==> config.mk <==
export PLATFORM = sky130hd
export DESIGN_NAME = fpu_result_collector
export DESIGN_NICKNAME = d
export VERILOG_FILES = /design/src/rtl/fpu_result_collector.sv
export SDC_FILE = /design/constraint.sdc
export NUM_CORES = 1
export LEC_CHECK = 0
export ABC_AREA = 1
export CELL_PAD_IN_SITES_DETAIL_PLACEMENT = 2
export CELL_PAD_IN_SITES_GLOBAL_PLACEMENT = 2
export CORE_MARGIN = 2
export CORE_UTILIZATION = 39
export CTS_CLUSTER_DIAMETER = 80
export DETAILED_ROUTE_END_ITERATION = 12
export PLACE_DENSITY_LB_ADDON = 0.1
export SYNTH_ARGS = -nofsm -noshare
export SYNTH_HDL_FRONTEND = slang
export SYNTH_SLANG_ARGS = --single-unit
export TNS_END_PERCENT = 10
==> constraint.sdc <==
create_clock -name clk -period 6.7 [get_ports clk]
set_clock_uncertainty 0.05 [all_clocks]
set_input_delay 1.34 -clock clk [delete_from_list [all_inputs] [get_ports clk]]
set_output_delay 1.34 -clock clk [all_outputs]
set_load 0.02 [all_outputs]
==> src/rtl/fpu_result_collector.sv <==
// Collects FP add/sub results at fixed latency, classifies them, and buffers them in a small FIFO.
// Latency: result visible on data_reg_c/csr_out one edge after the tag exits the LATENCY-stage pipe.
// Backpressure: none toward issue; a full FIFO with no same-edge pop drops the result and sets overflow_err.
//
// Ports:
//   clk, rst            clock (rising edge) and synchronous active-high reset
//   issue_valid/op      one-cycle issue pulse and its op tag (0 add, 1 sub)
//   fpu_result          add/sub result bus, sampled on the edge where the tag exits
//   result_ready        consumer pop request (pops when result_valid && result_ready)
//   result_valid        FIFO non-empty
//   data_reg_c          head result, 0 when empty
//   csr_out             {valid, count[2:0], 6'b0, subnormal, op, nan, inf, zero, sign} of head
//   csr_out_we          pulses the cycle after an accepted push or pop
//   overflow_err        sticky drop indicator
//
// Optional feature: define FPU_RESULT_FLAGS_EN to decode and store IEEE-754 class flags per entry.
// Without it csr_out[5] and csr_out[3:0] read 0.
module fpu_result_collector #(
  parameter int REG_WIDTH     = 32,
  parameter int CSR_OUT_WIDTH = 16,
  parameter int LATENCY       = 3,
  parameter int DEPTH         = 4
) (
  input  logic                     clk,
  input  logic                     rst,
  input  logic                     issue_valid,
  input  logic                     issue_op,
  input  logic [REG_WIDTH-1:0]     fpu_result,
  input  logic                     result_ready,
  output logic                     result_valid,
  output logic [REG_WIDTH-1:0]     data_reg_c,
  output logic [CSR_OUT_WIDTH-1:0] csr_out,
  output logic                     csr_out_we,
  output logic                     overflow_err
);

  localparam int PTR_W = (DEPTH > 1) ? $clog2(DEPTH) : 1;
  localparam int CNT_W = $clog2(DEPTH + 1);

  // ---------------------------------------------------------------------------
  // Tag pipe: stage i holds the {valid, op} of the issue sampled i+1 edges ago.
  // ---------------------------------------------------------------------------
  logic [LATENCY-1:0] tag_vld;
  logic [LATENCY-1:0] tag_op;

  always_ff @(posedge clk) begin
    if (rst) begin
      tag_vld <= '0;
      tag_op  <= '0;
    end else begin
      tag_vld[0] <= issue_valid;
      tag_op[0]  <= issue_op;
      for (int i = 1; i < LATENCY; i++) begin
        tag_vld[i] <= tag_vld[i-1];
        tag_op[i]  <= tag_op[i-1];
      end
    end
  end

  logic exit_vld;
  logic exit_op;
  assign exit_vld = tag_vld[LATENCY-1];
  assign exit_op  = tag_op[LATENCY-1];

  // ---------------------------------------------------------------------------
  // FIFO control
  // ---------------------------------------------------------------------------
  logic [PTR_W-1:0] wr_ptr;
  logic [PTR_W-1:0] rd_ptr;
  logic [CNT_W-1:0] count;
  logic             full;
  logic             pop;
  logic             push;
  logic             drop;

  assign full = (count == CNT_W'(DEPTH));
  assign pop  = result_valid && result_ready;
  // A full FIFO still accepts a push when the head leaves on the same edge.
  assign push = exit_vld && (!full || pop);
  assign drop = exit_vld && full && !pop;

  function automatic logic [PTR_W-1:0] ptr_inc(input logic [PTR_W-1:0] p);
    return (p == PTR_W'(DEPTH - 1)) ? '0 : p + 1'b1;
  endfunction

  always_ff @(posedge clk) begin
    if (rst) begin
      wr_ptr       <= '0;
      rd_ptr       <= '0;
      count        <= '0;
      csr_out_we   <= 1'b0;
      overflow_err <= 1'b0;
    end else begin
      if (push) wr_ptr <= ptr_inc(wr_ptr);
      if (pop)  rd_ptr <= ptr_inc(rd_ptr);
      case ({push, pop})
        2'b10:   count <= count + 1'b1;
        2'b01:   count <= count - 1'b1;
        default: count <= count;
      endcase
      csr_out_we   <= push || pop;
      overflow_err <= overflow_err || drop;
    end
  end

  // ---------------------------------------------------------------------------
  // Entry storage (no reset needed: contents are gated by count)
  // ---------------------------------------------------------------------------
  logic [REG_WIDTH-1:0] mem_dat [DEPTH];
  logic                 mem_op  [DEPTH];

  always_ff @(posedge clk) begin
    if (push) begin
      mem_dat[wr_ptr] <= fpu_result;
      mem_op[wr_ptr]  <= exit_op;
    end
  end

`ifdef FPU_RESULT_FLAGS_EN
  // Flag vector order: {subnormal, nan, inf, zero, sign}
  logic [4:0] mem_flg [DEPTH];
  logic [7:0] res_exp;
  logic       man_nz;
  logic       exp_max;
  logic       exp_zero;
  logic [4:0] res_flg;

  assign res_exp  = fpu_result[30:23];
  assign man_nz   = |fpu_result[22:0];
  assign exp_max  = &res_exp;
  assign exp_zero = ~|res_exp;
  assign res_flg  = {exp_zero && man_nz,
                     exp_max && man_nz,
                     exp_max && !man_nz,
                     exp_zero && !man_nz,
                     fpu_result[31]};

  always_ff @(posedge clk) begin
    if (push) mem_flg[wr_ptr] <= res_flg;
  end
`endif

  // ---------------------------------------------------------------------------
  // Outputs, decoded from registered state
  // ---------------------------------------------------------------------------
  assign result_valid = (count != '0);
  assign data_reg_c   = result_valid ? mem_dat[rd_ptr] : '0;

  logic [2:0] cnt3;
  assign cnt3 = 3'(count);

  always_comb begin
    csr_out = '0;
    if (result_valid) begin
      csr_out[15]    = 1'b1;
      csr_out[14:12] = cnt3;
      csr_out[4]     = mem_op[rd_ptr];
`ifdef FPU_RESULT_FLAGS_EN
      csr_out[5]     = mem_flg[rd_ptr][4];
      csr_out[3]     = mem_flg[rd_ptr][3];
      csr_out[2]     = mem_flg[rd_ptr][2];
      csr_out[1]     = mem_flg[rd_ptr][1];
      csr_out[0]     = mem_flg[rd_ptr][0];
`endif
    end
  end

endmodule

==> impl_metrics.json, run 1 <==
{
  "die_h_microns": 127,
  "die_w_microns": 127,
  "p_comb_share_pct": 31.4,
  "numCtsBuffers": 17,
  "finalCriticalPeriod_ps": 4430,
  "worstPathRequired_ps": 5310,
  "dr.first_iter.drc_count": 138,
  "routed_wl_microns": 15400,
  "path_class": "reg2out",
  "vias": 3827,
  "cts_root_buf": "clkbuf_16",
  "cp_cell_sequence": "inv_1 > buf_4 > nor2_1 > o21ai_0 > a21oi_1 > clkdlybuf4s50_1",
  "grt_pass1_vias": 4276,
  "min_to": "tag_vld[1]",
  "core_sq_um": 14600,
  "viasPerCell": 5.04,
  "route.detailed.wl_per_inst_microns": 20.3,
  "hold_ws_ps": 358,
  "worst_ep_arrival_time_ps": 3040,
  "netlist_instances": 491,
  "drv_slew": 0,
  "drive_gt1_share_pct": 7.30,
  "p_sw_mw": 0.994,
  "rsz0062_at_grt": "false",
  "ys_warn_count": 0,
  "r2r_end": "mem_dat[2][27]",
  "intPower_mw": 1.96,
  "overflow": 0,
  "avgSynthCellArea_sq_um": 12.0,
  "cts.sink_count": 149,
  "insertion_delay_ps": 420,
  "cp_slowest_cell": "dfxtp_2",
  "holdCritStartpoint": "tag_vld[0]",
  "drc_errors": 0,
  "fin_nets": 606,
  "tritoncts": "built",
  "cp_num_buf_inv": 3,
  "crit_path_max_fanout": 34,
  "initial_core_util_pct": 40.3,
  "grt_max_degree": 67,
  "r2r_setup_slack_ps": 4510,
  "synth_area_sq_um": 5900,
  "worst_pin_slew_ps": 1130,
  "fin_crit_sh_pct": 66.1,
  "die_area_sq_um": 16100,
  "maxSlewHeadroom_pct": 24.3,
  "start_kind": "flip-flop",
  "cts_buffer_depth": 2,
  "fin_ws_ps": 2270,
  "power_density_nw_per_um2": 402,
  "clockPowerShare_pct": 32.3,
  "io_pins": 88,
  "crit_path_end_kind": "output pin",
  "dr.pass1.iters": 4,
  "r2r_start": "cnt3[0]",
  "report.final.setup_viol": 0,
  "dp_hpwl_microns": 9670,
  "synth_seq_cells": 149,
  "hold_depth": 2,
  "multi_input_area_sq_um": 1350,
  "grt_pass1_wl_microns": 24300,
  "clk_pin_slew_ps": 60,
  "ctsResizeCount": 0,
  "final.setup.tns_ps": 0,
  "htree_num_levels": 4,
  "n_antenna_cell": 0,
  "yosys-top-cells-area": "edfxtp_1 (67%), nor2_1 (9.5%), dfxtp_1 (5.8%)",
  "peakVddDrop_mv": 0.184,
  "yosysTopAreaCell": "edfxtp_1",
  "gp_congestion": 0.696,
  "status": "finished, final reports clean",
  "nFillCells": 1448,
  "fmax_mhz": 226,
  "synth_top_cell_area_share_pct": 67.2,
  "maxCapViolations": 0,
  "ys_seq_area_share_pct": 73.0,
  "area_delta_synth_final_pct": 24.8,
  "ctsHoldBuffers": 0,
  "ant_nets": 0,
  "hold_viol_final": 0,
  "p_leak_nw": 2.54,
  "slowest_delay_ps": 830,
  "yosysUniqueCellTypes": 23,
  "rr_worst_depth": 4,
  "place_ws_ps": 2680,
  "grt_antenna_before_repair": 0,
  "regArea_sq_um": 4310,
  "crit_family": "buffers and inverters",
  "cts_setup_buffers": 0,
  "min_path_type": "reg2reg",
  "p_sw_share_pct": 33.6,
  "num_rows": 44,
  "numPortBuffers": 76,
  "globalRouteTotalUtil_pct": 20.1,
  "seqPwrFrac_pct": 36.4
}
## worst max path at each step
stage | start | end | cells past startpoint
CTS | flip-flop | data_reg_c[24] | 6
floorplan | result_ready | mem_dat[0][0] | 4
global placement | flip-flop | data_reg_c[0] | 6
global route | flip-flop | data_reg_c[25] | 6
detailed placement | flip-flop | data_reg_c[24] | 6
finish | flip-flop | data_reg_c[24] | 6
## synthesized netlist by cell type
cell      count
buf_4        18
nor2_1      150
nand4_1       2
ha_1          6
o211a_1       1
inv_1        22
nand2_2       1
inv_2         1
buf_2         9
a21oi_1      36
o21ai_0      42
clkbuf_2      2
o21a_1        1
dfxtp_1      17
fa_1          1
xnor2_1       1
nand2_1       6
a211oi_1      1
o21ai_1      28
edfxtp_1    132
nand3_1       2
conb_1        1
clkbuf_1     11
## cell type report
type                            count  area share (%)
Tap cell                          184            3.13
Clock inverter                     14            2.16
Inverter                           23            1.17
Timing Repair Buffer               82            10.9
Clock buffer                       18            5.83
Multi-Input combinational cell    289            18.3
Sequential cell                   149            58.5
## state kept, by name (all words and copies together), names as in the netlist, named ones only
signal,flops
cnt3,3
overflow_err,1
mem_dat,128
wr_ptr,2
mem_op,4
tag_vld,3
csr_out_we,1
tag_op,3
rd_ptr,2
## kinds of logic after synthesis
logic type / after synthesis / share of synthesized area, %
buffers and inverters: 63 / 5.39
flip-flops: 149 / 73.0
other: 1 / 0.0636
AO/OA/AOI/OAI: 109 / 9.42
AND/OR/NAND/NOR: 161 / 10.4
XOR/XNOR: 1 / 0.148
adder cells (fa/ha/maj): 7 / 1.61
## metal layers
metal / vias to the layer above / global-route usage, % / share of wire [%]
met5: - / 0 / 0
met4: 0 / 7.18 / 1.3
met3: 12 / 3.77 / 2.5
met2: 66 / 35.5 / 52
met1: 1934 / 24.9 / 44
li1: 1815 / - / -
## worst reg2reg max path, cell delays in order (launching register included)
cell	delay, ps
dfxtp_1	400
nor2_1	90
nand2_1	140
nand2_2	220
nor2_4	890
## power by group through the flow
stage	sequential (mW)	clock, mW	combinational [mW]
2_1_floorplan	1.07	0	0.567
3_3_place_gp	1.09	0	0.900
3_5_place_dp	1.10	0	0.939
4_1_cts	1.08	0.967	0.950
5_1_grt	1.08	1.01	1.02
6_report	1.08	0.954	0.928
## cells in the final DEF (no fill, tap or decap), types with 4 or more instances in the layout
cell type	instances
clkbuf_16	17
dfxtp_1	15
o21ai_0	42
a21oi_1	36
nand2_1	6
nor2_1	146
nor2_4	4
clkdlybuf4s50_1	76
clkinvlp_4	4
ha_1	6
conb_1	11
edfxtp_1	132
buf_4	6
o21ai_1	28
inv_1	22
## through the flow
stage / std cells / instance area [sq um] / power, mW / utilization (%)
floorplan: 501 / 5940 / 1.63 / -
global placement: 727 / 6770 / 2.00 / 46.3
detailed placement: 727 / 6770 / 2.04 / 46.3
CTS: 759 / 7360 / 2.99 / 50.3
global route: 759 / 7360 / 3.11 / 50.3
finish: 759 / 7360 / 2.96 / 50.3
Note: power is estimated with default switching activity, not from simulation.
==> run 2, diff against run 1 <==
Settings changed: CORE_UTILIZATION 39 to 36.
Clock period 6.7 ns to 4.12 ns, I/O delays scaled along.
==> run 2 against run 1 <==
Global-route usage shrank 1.6 points. Die area is 8.1% higher. Critical path depth did not move. Worst hold slack improved by 0.98 ps. Sequential cell count did not move. Sequential power is 60% higher. Total power rose by 59%. Critical endpoint is now data_reg_c[31]. Highest routed layer unchanged.
==> impl_metrics.json, run 2 (synthesis results as in run 1) <==
{
  "viasPerCell": 4.96,
  "p_sw_share_pct": 33.7,
  "dr.first_iter.drc_count": 198,
  "start_kind": "flip-flop",
  "die_h_microns": 132,
  "ant_nets": 0,
  "worstPathRequired_ps": 3250,
  "path_class": "reg2out",
  "multi_input_area_sq_um": 1350,
  "largest_register_ff_count": 128,
  "ctsResizeCount": 0,
  "io_pins": 88,
  "grt_pass1_vias": 4479,
  "grt_max_degree": 47,
  "die_area_sq_um": 17400,
  "drive_gt1_share_pct": 8.25,
  "core_sq_um": 15900,
  "seqPwrFrac_pct": 36.8,
  "maxCapViolations": 0,
  "hold_depth": 2,
  "peakVddDrop_mv": 0.305,
  "crit_path_end_kind": "output pin",
  "insertion_delay_ps": 420,
  "numPortBuffers": 76,
  "status": "finished, final reports clean",
  "report.final.setup_viol": 0,
  "regArea_sq_um": 4310,
  "final_common_cell": "nor2_1",
  "htree_num_levels": 4,
  "min_to": "tag_vld[2]",
  "clockPowerShare_pct": 30.2,
  "power_density_nw_per_um2": 635,
  "p_leak_nw": 2.57,
  "dp_hpwl_microns": 9670,
  "crit_path_max_fanout": 46,
  "n_antenna_cell": 0,
  "worst_ep_arrival_time_ps": 2800,
  "hold_viol_final": 0,
  "grt_pass1_wl_microns": 24500,
  "min_path_type": "reg2reg",
  "route.detailed.wl_per_inst_microns": 19.5,
  "regMostFlops": "mem_dat",
  "finalPower_mw": 4.70,
  "hold_ws_ps": 359,
  "maxSlewHeadroom_pct": 51.7,
  "drv_slew": 0,
  "routed_wl_microns": 15600,
  "r2r_start": "cnt3[0]",
  "fin_crit_sh_pct": 89.3,
  "place_ws_ps": 853,
  "area_delta_synth_final_pct": 25.5,
  "overflow": 0,
  "dp.cells": 766,
  "clk_pin_slew_ps": 60,
  "fmax_mhz": 272,
  "final_cell_mix": "nor2_1 (146), edfxtp_1 (132), clkdlybuf4s50_1 (76), o21ai_0 (42), a21oi_1 (36)",
  "p_sw_mw": 1.58,
  "finalNonFillerCells": 798,
  "nFillCells": 1613,
  "fin_nets": 613,
  "cts_root_buf": "clkbuf_16",
  "final.setup.tns_ps": 0,
  "holdCritStartpoint": "tag_vld[1]",
  "drc_errors": 0,
  "num_rows": 46,
  "fin_ws_ps": 443,
  "worst_pin_slew_ps": 724,
  "intPower_mw": 3.11,
  "gp_congestion": 0.702,
  "globalRouteTotalUtil_pct": 18.6,
  "cts_setup_buffers": 0,
  "cts_buffer_depth": 2,
  "rsz0062_at_grt": "false",
  "dr.pass1.iters": 4,
  "r2r_setup_slack_ps": 2040,
  "rr_worst_depth": 5,
  "die_w_microns": 132,
  "numCtsBuffers": 17,
  "cts.sink_count": 149,
  "initial_core_util_pct": 37.0,
  "grt_antenna_before_repair": 0,
  "finalCriticalPeriod_ps": 3680,
  "reg.largest.list": "mem_dat x128, mem_op x4",
  "r2r_end": "mem_dat[0][4]",
  "vias": 3956,
  "ctsHoldBuffers": 0,
  "tritoncts": "built",
  "p_comb_share_pct": 33.0
}
run 2: area by class of cell:
| cell class | count | share of cell area [%] |
|---|---|---|
| Inverter | 23 | 1.17 |
| Multi-Input combinational cell | 289 | 18.2 |
| Sequential cell | 149 | 58.2 |
| Clock inverter | 5 | 0.338 |
| Clock buffer | 27 | 6.93 |
| Tap cell | 216 | 3.65 |
| Timing Repair Buffer | 89 | 11.6 |
run 2: worst max-delay path by stage:
stage	startpoint	endpoint	slack (ps)	cells after the start
global route	flip-flop	data_reg_c[19]	240	6
CTS	flip-flop	data_reg_c[17]	360	6
detailed placement	flip-flop	data_reg_c[17]	850	6
floorplan	result_ready	mem_dat[0][0]	1200	4
global placement	flip-flop	data_reg_c[17]	970	6
finish	flip-flop	data_reg_c[31]	440	6
run 2: worst max-delay path, cell delays in order (launching register included):
cell	delay, ps
dfxtp_2	610
buf_4	550
nor2_1	120
nor2_1	110
o21ai_0	110
a21oi_1	220
clkdlybuf4s50_1	650
run 2: through the flow:
stage,utilization (%),area [sq um]
2_1_floorplan,-,5940
3_3_place_gp,43.1,6870
3_5_place_dp,43.1,6870
4_1_cts,46.4,7400
5_1_grt,46.4,7400
6_report,46.4,7400
run 2: metal layers:
metal	part of all wire, %	track usage (%)	vias to the layer above
met4	1.6	6.46	0
li1	-	-	1826
met1	43	22.2	2029
met3	2.8	3.69	21
met2	52	33.4	80
met5	0	0	-
run 2: power by group through the flow:
stage               Sequential (mW)  Clock (mW)  Combinational (mW)
CTS                            1.73        1.44                1.59
global route                   1.74        1.50                1.71
global placement               1.76           0                1.54
detailed placement             1.76           0                1.58
finish                         1.73        1.42                1.55
floorplan                      1.73           0               0.922
==> run 3, diff against run 2 <==
Settings changed: ABC_AREA 1 to unset, CORE_UTILIZATION 36 to 40.
==> run 3 against run 2 <==
Global-route usage is 1.4 points lower. Via count decreased by 27%. Non-clock buffer count is 5 lower. Count of clock-buffer cells in the layout shrank 9. Fmax is 4.9% higher. Register-to-register slack got worse by 280 ps. Final cell count down 27%. Sequential share of layout area is 0.52 points lower. Synthesized cell count fell by 39%. First-iteration DRC count fell by 19%. Worst hold slack improved by 25 ps. Critical path type unchanged.
==> impl_metrics.json, run 3 <==
{
  "status": "finished, final reports clean",
  "rr_worst_depth": 4,
  "synth_area_sq_um": 5850,
  "hold_viol_final": 0,
  "grt_pass1_wl_microns": 19600,
  "drc_errors": 0,
  "yosysTopAreaCell": "edfxtp_1",
  "r2r_setup_slack_ps": 1760,
  "finalCriticalPeriod_ps": 3500,
  "finalPower_mw": 4.94,
  "grt_antenna_before_repair": 0,
  "largest_register_ff_count": 128,
  "synth_common_cells": "edfxtp_1 (132), and2_1 (37), mux4_2 (30)",
  "synth_flop_cell": "edfxtp_1",
  "reg.largest.list": "mem_dat x128, mem_op x4",
  "tritoncts": "built",
  "die_w_microns": 125,
  "initial_core_util_pct": 40.6,
  "power_density_nw_per_um2": 661,
  "grt_pass1_vias": 3249,
  "ctsResizeCount": 0,
  "clk_pin_slew_ps": 60,
  "path_class": "reg2out",
  "rsz0062_at_grt": "false",
  "cts_setup_buffers": 0,
  "numCtsBuffers": 17,
  "report.final.setup_viol": 0,
  "area_delta_synth_final_pct": 27.7,
  "globalRouteTotalUtil_pct": 17.2,
  "die_h_microns": 125,
  "viasPerCell": 5.00,
  "worst_ep_arrival_time_ps": 2630,
  "start_kind": "flip-flop",
  "fin_crit_sh_pct": 85.1,
  "hold_depth": 1,
  "ys_warn_count": 0,
  "gp_congestion": 0.668,
  "avgSynthCellArea_sq_um": 19.6,
  "num_rows": 44,
  "r2r_start": "cnt3[1]",
  "ctsHoldBuffers": 0,
  "finish.utilization_pct": 51.8,
  "async_reset_ff_share_pct": 0,
  "crit_path_max_fanout": 23,
  "synth_most_common_cell": "edfxtp_1",
  "maxSlewHeadroom_pct": 40.6,
  "drv_slew": 0,
  "n_antenna_cell": 0,
  "netlist_instances": 298,
  "worst_pin_slew_ps": 891,
  "htree_num_levels": 4,
  "core_sq_um": 14400,
  "maxCapViolations": 0,
  "final_common_cell": "edfxtp_1",
  "yosysUniqueCellTypes": 29,
  "final_cell_mix": "edfxtp_1 (132), clkdlybuf4s50_1 (76), and2_1 (33), mux4_2 (30), clkbuf_16 (17)",
  "ys_seq_area_share_pct": 73.6,
  "yosys-top-cells-area": "edfxtp_1 (68%), mux4_2 (12%), dfxtp_1 (5.8%)",
  "die_area_sq_um": 15600,
  "synth_top_cell_area_share_pct": 67.8,
  "numPortBuffers": 76,
  "fmax_mhz": 285,
  "route.detailed.wl_per_inst_microns": 21.7,
  "crit_path_end_kind": "output pin",
  "drive_gt1_share_pct": 19.5,
  "holdCritStartpoint": "tag_op[1]",
  "peakVddDrop_mv": 0.327,
  "vias": 2896,
  "min_path_type": "reg2reg",
  "final.setup.tns_ps": 0,
  "p_leak_nw": 2.47,
  "multi_input_area_sq_um": 1350,
  "synth_seq_cells": 149,
  "insertion_delay_ps": 420,
  "nFillCells": 1303,
  "dr.first_iter.drc_count": 161,
  "fin_nets": 426,
  "dr.pass1.iters": 4,
  "routed_wl_microns": 12600,
  "regMostFlops": "mem_dat",
  "dp_hpwl_microns": 7990,
  "io_pins": 88,
  "ant_nets": 0,
  "synth_edf_count": 132,
  "cts_buffer_depth": 2,
  "overflow": 0,
  "grt_max_degree": 34,
  "cts.sink_count": 149,
  "cts_root_buf": "clkbuf_16",
  "worstPathRequired_ps": 3250,
  "regArea_sq_um": 4310
}
## run 3: cell count changes in the layout (fill, tap and decap cells not counted), moves of 5 or more
cell / before / now
o21ai_0: 42 / 1
a21oi_1: 36 / 3
buf_4: 13 / 6
nor2b_1: 0 / 8
nor2_1: 146 / 7
o21ai_1: 28 / 0
and2_1: 0 / 33
clkbuf_1: 5 / 0
mux4_2: 0 / 30
inv_1: 22 / 5
bufinv_16: 0 / 8
## run 3: final timing paths
path / endpoint
setup reg to reg: mem_dat[2][4]
hold reg to reg: tag_op[2]
setup / recovery: data_reg_c[0]
hold / removal: tag_op[2]
## run 3: cell families (layout without fill, tap and decap cells)
logic type	Yosys count	in the layout	synth area share, %
XOR/XNOR	2	2	0.299
other	1	11	0.0641
flip-flops	149	149	73.6
buffers and inverters	34	121	4.06
AND/OR/NAND/NOR	62	62	6.27
multiplexers	36	36	13.4
adder cells (fa/ha/maj)	7	7	1.63
AO/OA/AOI/OAI	7	7	0.706
## run 3: where the power goes
group	total [mW]	internal [mW]	switching, mW
sequential	1.74	1.68	0.0635
combinational	1.34	0.677	0.663
clock	1.85	1.27	0.583
total	4.94	3.63	1.31
## run 3: area by class of cell
| cell class | instances | share of cell area, % |
|---|---|---|
| clock inverters | 14 | 3.73 |
| well taps | 184 | 3.08 |
| multi-input cells | 125 | 18.1 |
| inverters | 5 | 0.251 |
| flip-flops and latches | 149 | 57.6 |
| repair buffers | 84 | 11.3 |
| clock buffers | 18 | 5.88 |
## run 3: critical path, cell delays in order (launching register included)
cell             delay [ps]
dfxtp_2                 600
buf_12                  270
mux4_1                  580
and2_1                  210
clkdlybuf4s50_1         540
## run 3: per-stage QoR
step	setup slack, ps	instances	cell area (sq um)	hold WS, ps
after floorplan	1630	308	5890	364
after global placement	935	547	6750	371
after detailed placement	733	547	6750	379
after CTS	555	579	7470	392
after global routing	462	579	7470	410
final	616	579	7470	384
## run 3: metal layers
layer  vias up  global-route usage (%)  routed length, microns
met5         -                       0                       0
met4         0                    6.47                     179
met3        15                    4.11                     474
met2        74                    29.6                    6700
met1      1512                    21.3                    5230
li1       1295                       -                       -
